--- src/rtl/core_seq_if.sv ---
// Data-memory handshake between the sequencer and the data-memory port.
// Ports: dmem_req/dmem_we (sequencer -> memory), dmem_ack (memory -> sequencer).
interface core_seq_if;
    logic dmem_req;
    logic dmem_we;
    logic dmem_ack;

    modport master (
        output dmem_req,
        output dmem_we,
        input  dmem_ack
    );

    modport slave (
        input  dmem_req,
        input  dmem_we,
        output dmem_ack
    );
endinterface

--- src/rtl/core_seq.sv ---
// Multi-cycle RV32I sequencer: FETCH/DECODE/EXEC/MEM/WB with trap on bad opcode or dmem stall.
// Ports: clk, rst_n, inst, br_taken, dmem (master), strobes, state, trap, trap_cause, retired.
module core_seq #(
    parameter int unsigned TIMEOUT = 15
) (
    input  logic        clk,
    input  logic        rst_n,
    input  logic [31:0] inst,
    input  logic        br_taken,
    core_seq_if.master  dmem,
    output logic        ir_load,
    output logic        pc_en,
    output logic [1:0]  pc_sel,
    output logic        alu_src,
    output logic [1:0]  mem_to_reg,
    output logic        reg_write_ctl,
    output logic [2:0]  state,
    output logic        trap,
    output logic [1:0]  trap_cause,
    output logic [31:0] retired
);

    localparam logic [6:0] OP_LUI    = 7'b0110111;
    localparam logic [6:0] OP_AUIPC  = 7'b0010111;
    localparam logic [6:0] OP_JAL    = 7'b1101111;
    localparam logic [6:0] OP_JALR   = 7'b1100111;
    localparam logic [6:0] OP_BRANCH = 7'b1100011;
    localparam logic [6:0] OP_LOAD   = 7'b0000011;
    localparam logic [6:0] OP_STORE  = 7'b0100011;
    localparam logic [6:0] OP_IMM    = 7'b0010011;
    localparam logic [6:0] OP_OP     = 7'b0110011;

    localparam logic [7:0] TMO = 8'(TIMEOUT);

    typedef enum logic [2:0] {
        S_FETCH  = 3'd0,
        S_DECODE = 3'd1,
        S_EXEC   = 3'd2,
        S_MEM    = 3'd3,
        S_WB     = 3'd4,
        S_TRAP   = 3'd7
    } state_t;

    state_t      state_q;
    logic [6:0]  opcode_q;
    logic [4:0]  rd_q;
    logic [7:0]  wait_q;
    logic [31:0] retired_q;
    logic        trap_q;
    logic [1:0]  cause_q;
    logic        req;
    logic        we;
    logic        unused_inst;

    // Only opcode and rd are latched; the datapath reads the rest of inst itself.
    assign unused_inst = ^inst[31:12];

    function automatic logic legal(input logic [6:0] op);
        case (op)
            OP_LUI, OP_AUIPC, OP_JAL, OP_JALR, OP_BRANCH,
            OP_LOAD, OP_STORE, OP_IMM, OP_OP: legal = 1'b1;
            default: legal = 1'b0;
        endcase
    endfunction

    logic is_br, is_ld, is_st, is_jal, is_jalr, is_imm_b;
    assign is_br    = (opcode_q == OP_BRANCH);
    assign is_ld    = (opcode_q == OP_LOAD);
    assign is_st    = (opcode_q == OP_STORE);
    assign is_jal   = (opcode_q == OP_JAL);
    assign is_jalr  = (opcode_q == OP_JALR);
    assign is_imm_b = (opcode_q == OP_IMM) || is_ld || is_st || is_jalr
                   || (opcode_q == OP_LUI) || (opcode_q == OP_AUIPC);

    always_comb begin
        ir_load       = 1'b0;
        pc_en         = 1'b0;
        pc_sel        = 2'd0;
        alu_src       = 1'b0;
        mem_to_reg    = 2'd0;
        reg_write_ctl = 1'b0;
        req           = 1'b0;
        we            = 1'b0;
        unique case (state_q)
            S_FETCH: ;
            S_DECODE: ir_load = 1'b1;
            S_EXEC: begin
                alu_src = is_imm_b;
                if (is_br) begin
                    pc_en  = 1'b1;
                    pc_sel = br_taken ? 2'd1 : 2'd0;
                end
            end
            S_MEM: begin
                req = 1'b1;
                we  = is_st;
                if (dmem.dmem_ack && is_st)
                    pc_en = 1'b1;
            end
            S_WB: begin
                reg_write_ctl = (rd_q != 5'd0);
                pc_en         = 1'b1;
                mem_to_reg    = is_ld ? 2'd1 :
                                (is_jal || is_jalr) ? 2'd2 : 2'd0;
                pc_sel        = is_jal ? 2'd1 : is_jalr ? 2'd2 : 2'd0;
            end
            S_TRAP: ;
            default: ;
        endcase
    end

    always_ff @(posedge clk or negedge rst_n) begin
        if (!rst_n) begin
            state_q   <= S_FETCH;
            opcode_q  <= 7'd0;
            rd_q      <= 5'd0;
            wait_q    <= 8'd0;
            retired_q <= 32'd0;
            trap_q    <= 1'b0;
            cause_q   <= 2'd0;
        end else begin
            if (pc_en)
                retired_q <= retired_q + 32'd1;
            unique case (state_q)
                S_FETCH: state_q <= S_DECODE;
                S_DECODE: begin
                    opcode_q <= inst[6:0];
                    rd_q     <= inst[11:7];
                    if (legal(inst[6:0])) begin
                        state_q <= S_EXEC;
                    end else begin
                        state_q <= S_TRAP;
                        trap_q  <= 1'b1;
                        cause_q <= 2'd1;
                    end
                end
                S_EXEC: begin
                    if (is_br) begin
                        state_q <= S_FETCH;
                    end else if (is_ld || is_st) begin
                        state_q <= S_MEM;
                        wait_q  <= 8'd0;
                    end else begin
                        state_q <= S_WB;
                    end
                end
                S_MEM: begin
                    // Ack takes priority over a timeout landing in the same cycle.
                    if (dmem.dmem_ack) begin
                        state_q <= is_st ? S_FETCH : S_WB;
                    end else if (wait_q + 8'd1 == TMO) begin
                        state_q <= S_TRAP;
                        trap_q  <= 1'b1;
                        cause_q <= 2'd2;
                    end else begin
                        wait_q <= wait_q + 8'd1;
                    end
                end
                S_WB: state_q <= S_FETCH;
                S_TRAP: state_q <= S_TRAP;
                default: state_q <= S_FETCH;
            endcase
        end
    end

    assign dmem.dmem_req = req;
    assign dmem.dmem_we  = we;
    assign state         = state_q;
    assign trap          = trap_q;
    assign trap_cause    = cause_q;
    assign retired       = retired_q;

endmodule
--- src/flat_wrapper.sv ---
// flat-port wrapper written by rule: the top's interface ports become plain ports
module core_seq_flat 
#(
    parameter int unsigned TIMEOUT = 15
)
  (clk, rst_n, inst, br_taken, ir_load, pc_en, pc_sel, alu_src, mem_to_reg, reg_write_ctl, state, trap, trap_cause, retired, dmem_dmem_req, dmem_dmem_we, dmem_dmem_ack);
  core_seq_if dmem_i ();
  input  logic clk;
  input  logic rst_n;
  input  logic [31:0] inst;
  input  logic br_taken;
  output logic ir_load;
  output logic pc_en;
  output logic [1:0] pc_sel;
  output logic alu_src;
  output logic [1:0] mem_to_reg;
  output logic reg_write_ctl;
  output logic [2:0] state;
  output logic trap;
  output logic [1:0] trap_cause;
  output logic [31:0] retired;
  output wire logic [$bits(dmem_i.dmem_req)-1:0] dmem_dmem_req;
  output wire logic [$bits(dmem_i.dmem_we)-1:0] dmem_dmem_we;
  input wire logic [$bits(dmem_i.dmem_ack)-1:0] dmem_dmem_ack;
  assign dmem_dmem_req = dmem_i.dmem_req;
  assign dmem_dmem_we = dmem_i.dmem_we;
  assign dmem_i.dmem_ack = dmem_dmem_ack;
  core_seq #(.TIMEOUT(TIMEOUT)) u_core (.clk(clk), .rst_n(rst_n), .inst(inst), .br_taken(br_taken), .dmem(dmem_i), .ir_load(ir_load), .pc_en(pc_en), .pc_sel(pc_sel), .alu_src(alu_src), .mem_to_reg(mem_to_reg), .reg_write_ctl(reg_write_ctl), .state(state), .trap(trap), .trap_cause(trap_cause), .retired(retired));
endmodule
--- config.mk ---
export PLATFORM = sky130hd
export DESIGN_NAME = core_seq_flat
export DESIGN_NICKNAME = d
export VERILOG_FILES = /design/src/rtl/core_seq_if.sv /design/src/rtl/core_seq.sv /design/src/flat_wrapper.sv
export SDC_FILE = /design/constraint.sdc
export NUM_CORES = 1
export LEC_CHECK = 0
export ABC_CLOCK_PERIOD_IN_PS = 6860
export CORE_MARGIN = 2
export CORE_UTILIZATION = 45
export CTS_BUF_LIST = sky130_fd_sc_hd__clkbuf_16
export DETAILED_ROUTE_END_ITERATION = 8
export GPL_TIMING_DRIVEN = 0
export PLACE_DENSITY = 0.86
export SLEW_MARGIN = 20
export SYNTH_ARGS = -nofsm -noshare
export SYNTH_HDL_FRONTEND = slang
export SYNTH_SLANG_ARGS = --single-unit
--- constraint.sdc ---
create_clock -name clk -period 6.86 [get_ports clk]
set_clock_uncertainty 0.15 [all_clocks]
set_input_delay 2.058 -clock clk [delete_from_list [all_inputs] [get_ports clk]]
set_output_delay 2.058 -clock clk [all_outputs]
set_load 0.01 [all_outputs]
==> results of run 1 <==
## cell usage after synthesis (all sizes together), types with 3 or more instances
cell	number	area (µm²)
a21oi	4	20.0
and3	4	25.0
and4	4	35.0
buf	4	28.8
dfrtp	58	1450
ha	3	37.5
inv	10	37.5
mux2	14	158
nand2	24	90.1
nand2b	3	18.8
nand3	20	100
nand3b	3	35.0
nand4	7	50.1
nor2	19	71.3
nor3	13	65.1
nor3b	3	27.5
nor4	8	98.9
o21ai	10	53.8
o31ai	3	36.3
or2	4	25.0
xnor2	8	70.1
xor2	27	236
## critical path, stage by stage
cell and delay [ns]:
clkdlybuf4s50_1 0.56, nand2_1 0.14, nor4_4 0.31, or2_1 0.16, buf_4 0.15, clkdlybuf4s50_1 0.55
## flip-flops by register name, summed over array words and instances (netlist names)
| signal | count |
|---|---|
| u_core.opcode_q | 7 |
| u_core.retired | 32 |
| u_core.trap_cause | 2 |
| u_core.state | 3 |
| u_core.rd_q | 5 |
| u_core.trap | 1 |
| u_core.wait_q | 8 |
## final cells by class
type	count	share of cell area, %
Clock inverter	7	1.48
Timing Repair Buffer	63	15.5
Tap cell	80	2.46
Multi-Input combinational cell	210	37.5
Buffer	6	0.893
Sequential cell	58	35.7
Inverter	10	0.924
Clock buffer	9	5.54
## layout by cell type, fill, tap and decap left out, drive strengths merged, types with 2 or more instances in the layout
cell and count:
nand4 7, and3 4, a211o 2, a31oi 2, nor3b 3, or2 4, o21ai 10, dfrtp 58
inv 10, mux2 14, clkdlybuf4s50 62, nor4b 2, nor2 19, xor2 27, clkbuf 11, nand3 20
and4 4, nand2b 3, nor3 13, clkinv 5, nand2 24, or3 2, or3b 2, o311ai 2
o31ai 3, nand3b 3, ha 3, a21oi 4, xnor2 8, buf 5, nor4 8
## kinds of logic after synthesis
group,count (synthesis),synth area share (%)
AND/OR/NAND/NOR,122,24.4
buffers and inverters,16,2.42
multiplexers,14,5.17
flip-flops,58,47.6
adder cells (fa/ha/maj),3,1.23
XOR/XNOR,35,10.0
AO/OA/AOI/OAI,36,9.19
## layer usage
metal	global-route usage (%)	up-vias	wire (µm)
met1	25.7	1210	3040
met5	0	-	0
met4	8.38	0	108
met3	3.81	10	291
li1	-	1174	-
met2	30.3	58	3460
## worst paths after layout
check	startpoint	to	cells past startpoint	slack, ns
worst max-delay path	dmem_dmem_ack	pc_en	6	0.73
worst min-delay path	u_core.retired[31]	u_core.retired[31]	1	0.32
worst max register to register	u_core.opcode_q[2]	u_core.wait_q[1]	5	4.50
worst min register to register	u_core.retired[31]	u_core.retired[31]	1	0.32
max in group asynchronous	rst_n	u_core.retired[1]	1	4.44
min in group asynchronous	rst_n	u_core.retired[20]	1	1.64
## power by group
part	internal, mW	total, mW	switching, mW	leakage, nW
registers	0.417	0.496	0.0795	0.746
logic	0.207	0.397	0.191	0.911
clock network	0.276	0.426	0.151	0.140
total	0.899	1.32	0.421	1.80
## through the flow
step / power, mW / instances / hold slack, ns / utilization (%)
after floorplan: 0.752 / 284 / 0.331 / -
after global placement: 0.880 / 427 / 0.312 / 56.6
after detailed placement: 0.898 / 427 / 0.311 / 56.6
after CTS: 1.33 / 443 / 0.324 / 60.8
after global routing: 1.39 / 443 / 0.358 / 60.8
final: 1.32 / 443 / 0.322 / 60.8
==> impl_metrics.json, run 1 <==
{
  "outcome": "complete, no violations",
  "cts_made_buffers": 9,
  "dp_hpwl_mm": 4.72,
  "cts_tree": "built",
  "postSynthCellCount": 284,
  "crit_type": "primary input to output port",
  "ys_warn_count": 0,
  "powerDensity_mw_per_mm2": 325,
  "cts_setup_buffers": 0,
  "regArea_mm2": 0.00145,
  "finalInstanceArea_mm2": 0.00406,
  "tightest_slew_ns": 0.720,
  "dr.pass1.iters": 4,
  "postSynthAreaPerCell_um2": 10.7,
  "ys_ff_latch": 58,
  "cts_hold_buffers": 0,
  "maxSlewViolCount": 0,
  "fillers": 543,
  "p_leak_nw": 1.80,
  "synthDistinctLibCells": 58,
  "async_flop_share_pct": 100,
  "port_buffers": 63,
  "die-height_um": 86.3,
  "postPlaceCellArea_mm2": 0.00378,
  "drive_gt1_share_pct": 14.9,
  "ant_nets": 0,
  "fp.coreArea_mm2": 0.00668,
  "overflow": 0,
  "rsz0062_at_grt": "no",
  "fmax_mhz": 163,
  "grt_usage_pct": 19.2,
  "wl_mm": 6.91,
  "required_ns": 4.65,
  "clockBufferDepth": 2,
  "drtIter0Drc": 153,
  "min_period_ns": 6.13,
  "ir_worst_vdd_uv": 215,
  "grt_max_degree": 59,
  "gp_congestion": 0.819,
  "dieArea_mm2": 0.00745,
  "antenna_cells": 0,
  "hold_violations": 0,
  "areaGrowthSynthToFinish_pct": 33.2,
  "dr_total_vias": 2452,
  "antenna_found_initial": 0,
  "path_max_fanout": 8,
  "die_width_um": 86.3,
  "setup_viol": 0,
  "cap_viol_max_count": 0,
  "tns_ns": 0,
  "min_path_type": "register to register",
  "post_cts_resized": 0,
  "preCtsSetupSlack_ns": 0.735,
  "multi_input_area_mm2": 0.00153,
  "drc": 0,
  "worst_slack_ns": 0.731,
  "grt_pass1_wl_mm": 11.3,
  "wl_per_cell_um": 15.6,
  "cp_data_arrival_time_ns": 3.92,
  "cts.htree.levels": 3,
  "final_nets": 397,
  "synth_ff_type": "dfrtp_1",
  "endpoint_kind": "output port",
  "synthesis.area_mm2": 0.00305,
  "fin_crit_sh_pct": 89.3,
  "initial_core_util_pct": 45.7,
  "cts_sinks": 58,
  "clk_pin_slew_worst_paths_ns": 0.05,
  "vias_per_cell": 5.53,
  "synth_edf_count": 0,
  "synth_seq_area_share_pct": 47.6,
  "grt_pass1_vias": 2374,
  "io-pin-count": 84,
  "synth_nets": 323,
  "crit_path_start_kind": "primary input",
  "placementRows": 30,
  "root_buffer": "clkbuf_16",
  "max_slew_margin_pct": 52.0,
  "clk_latency_ns": 0.32
}
No activity file was read; power rests on OpenSTA's default activity.
==> run 2: changes to the inputs <==
--- a/config.mk
+++ b/config.mk
@@ -5,6 +5,7 @@
 export SDC_FILE = /design/constraint.sdc
 export NUM_CORES = 1
 export LEC_CHECK = 0
+export ABC_AREA = 0
 export ABC_CLOCK_PERIOD_IN_PS = 6860
 export CORE_MARGIN = 2
 export CORE_UTILIZATION = 45
==> results of run 2 <==
Final layout, timing and power as in run 1 (identical DEF).
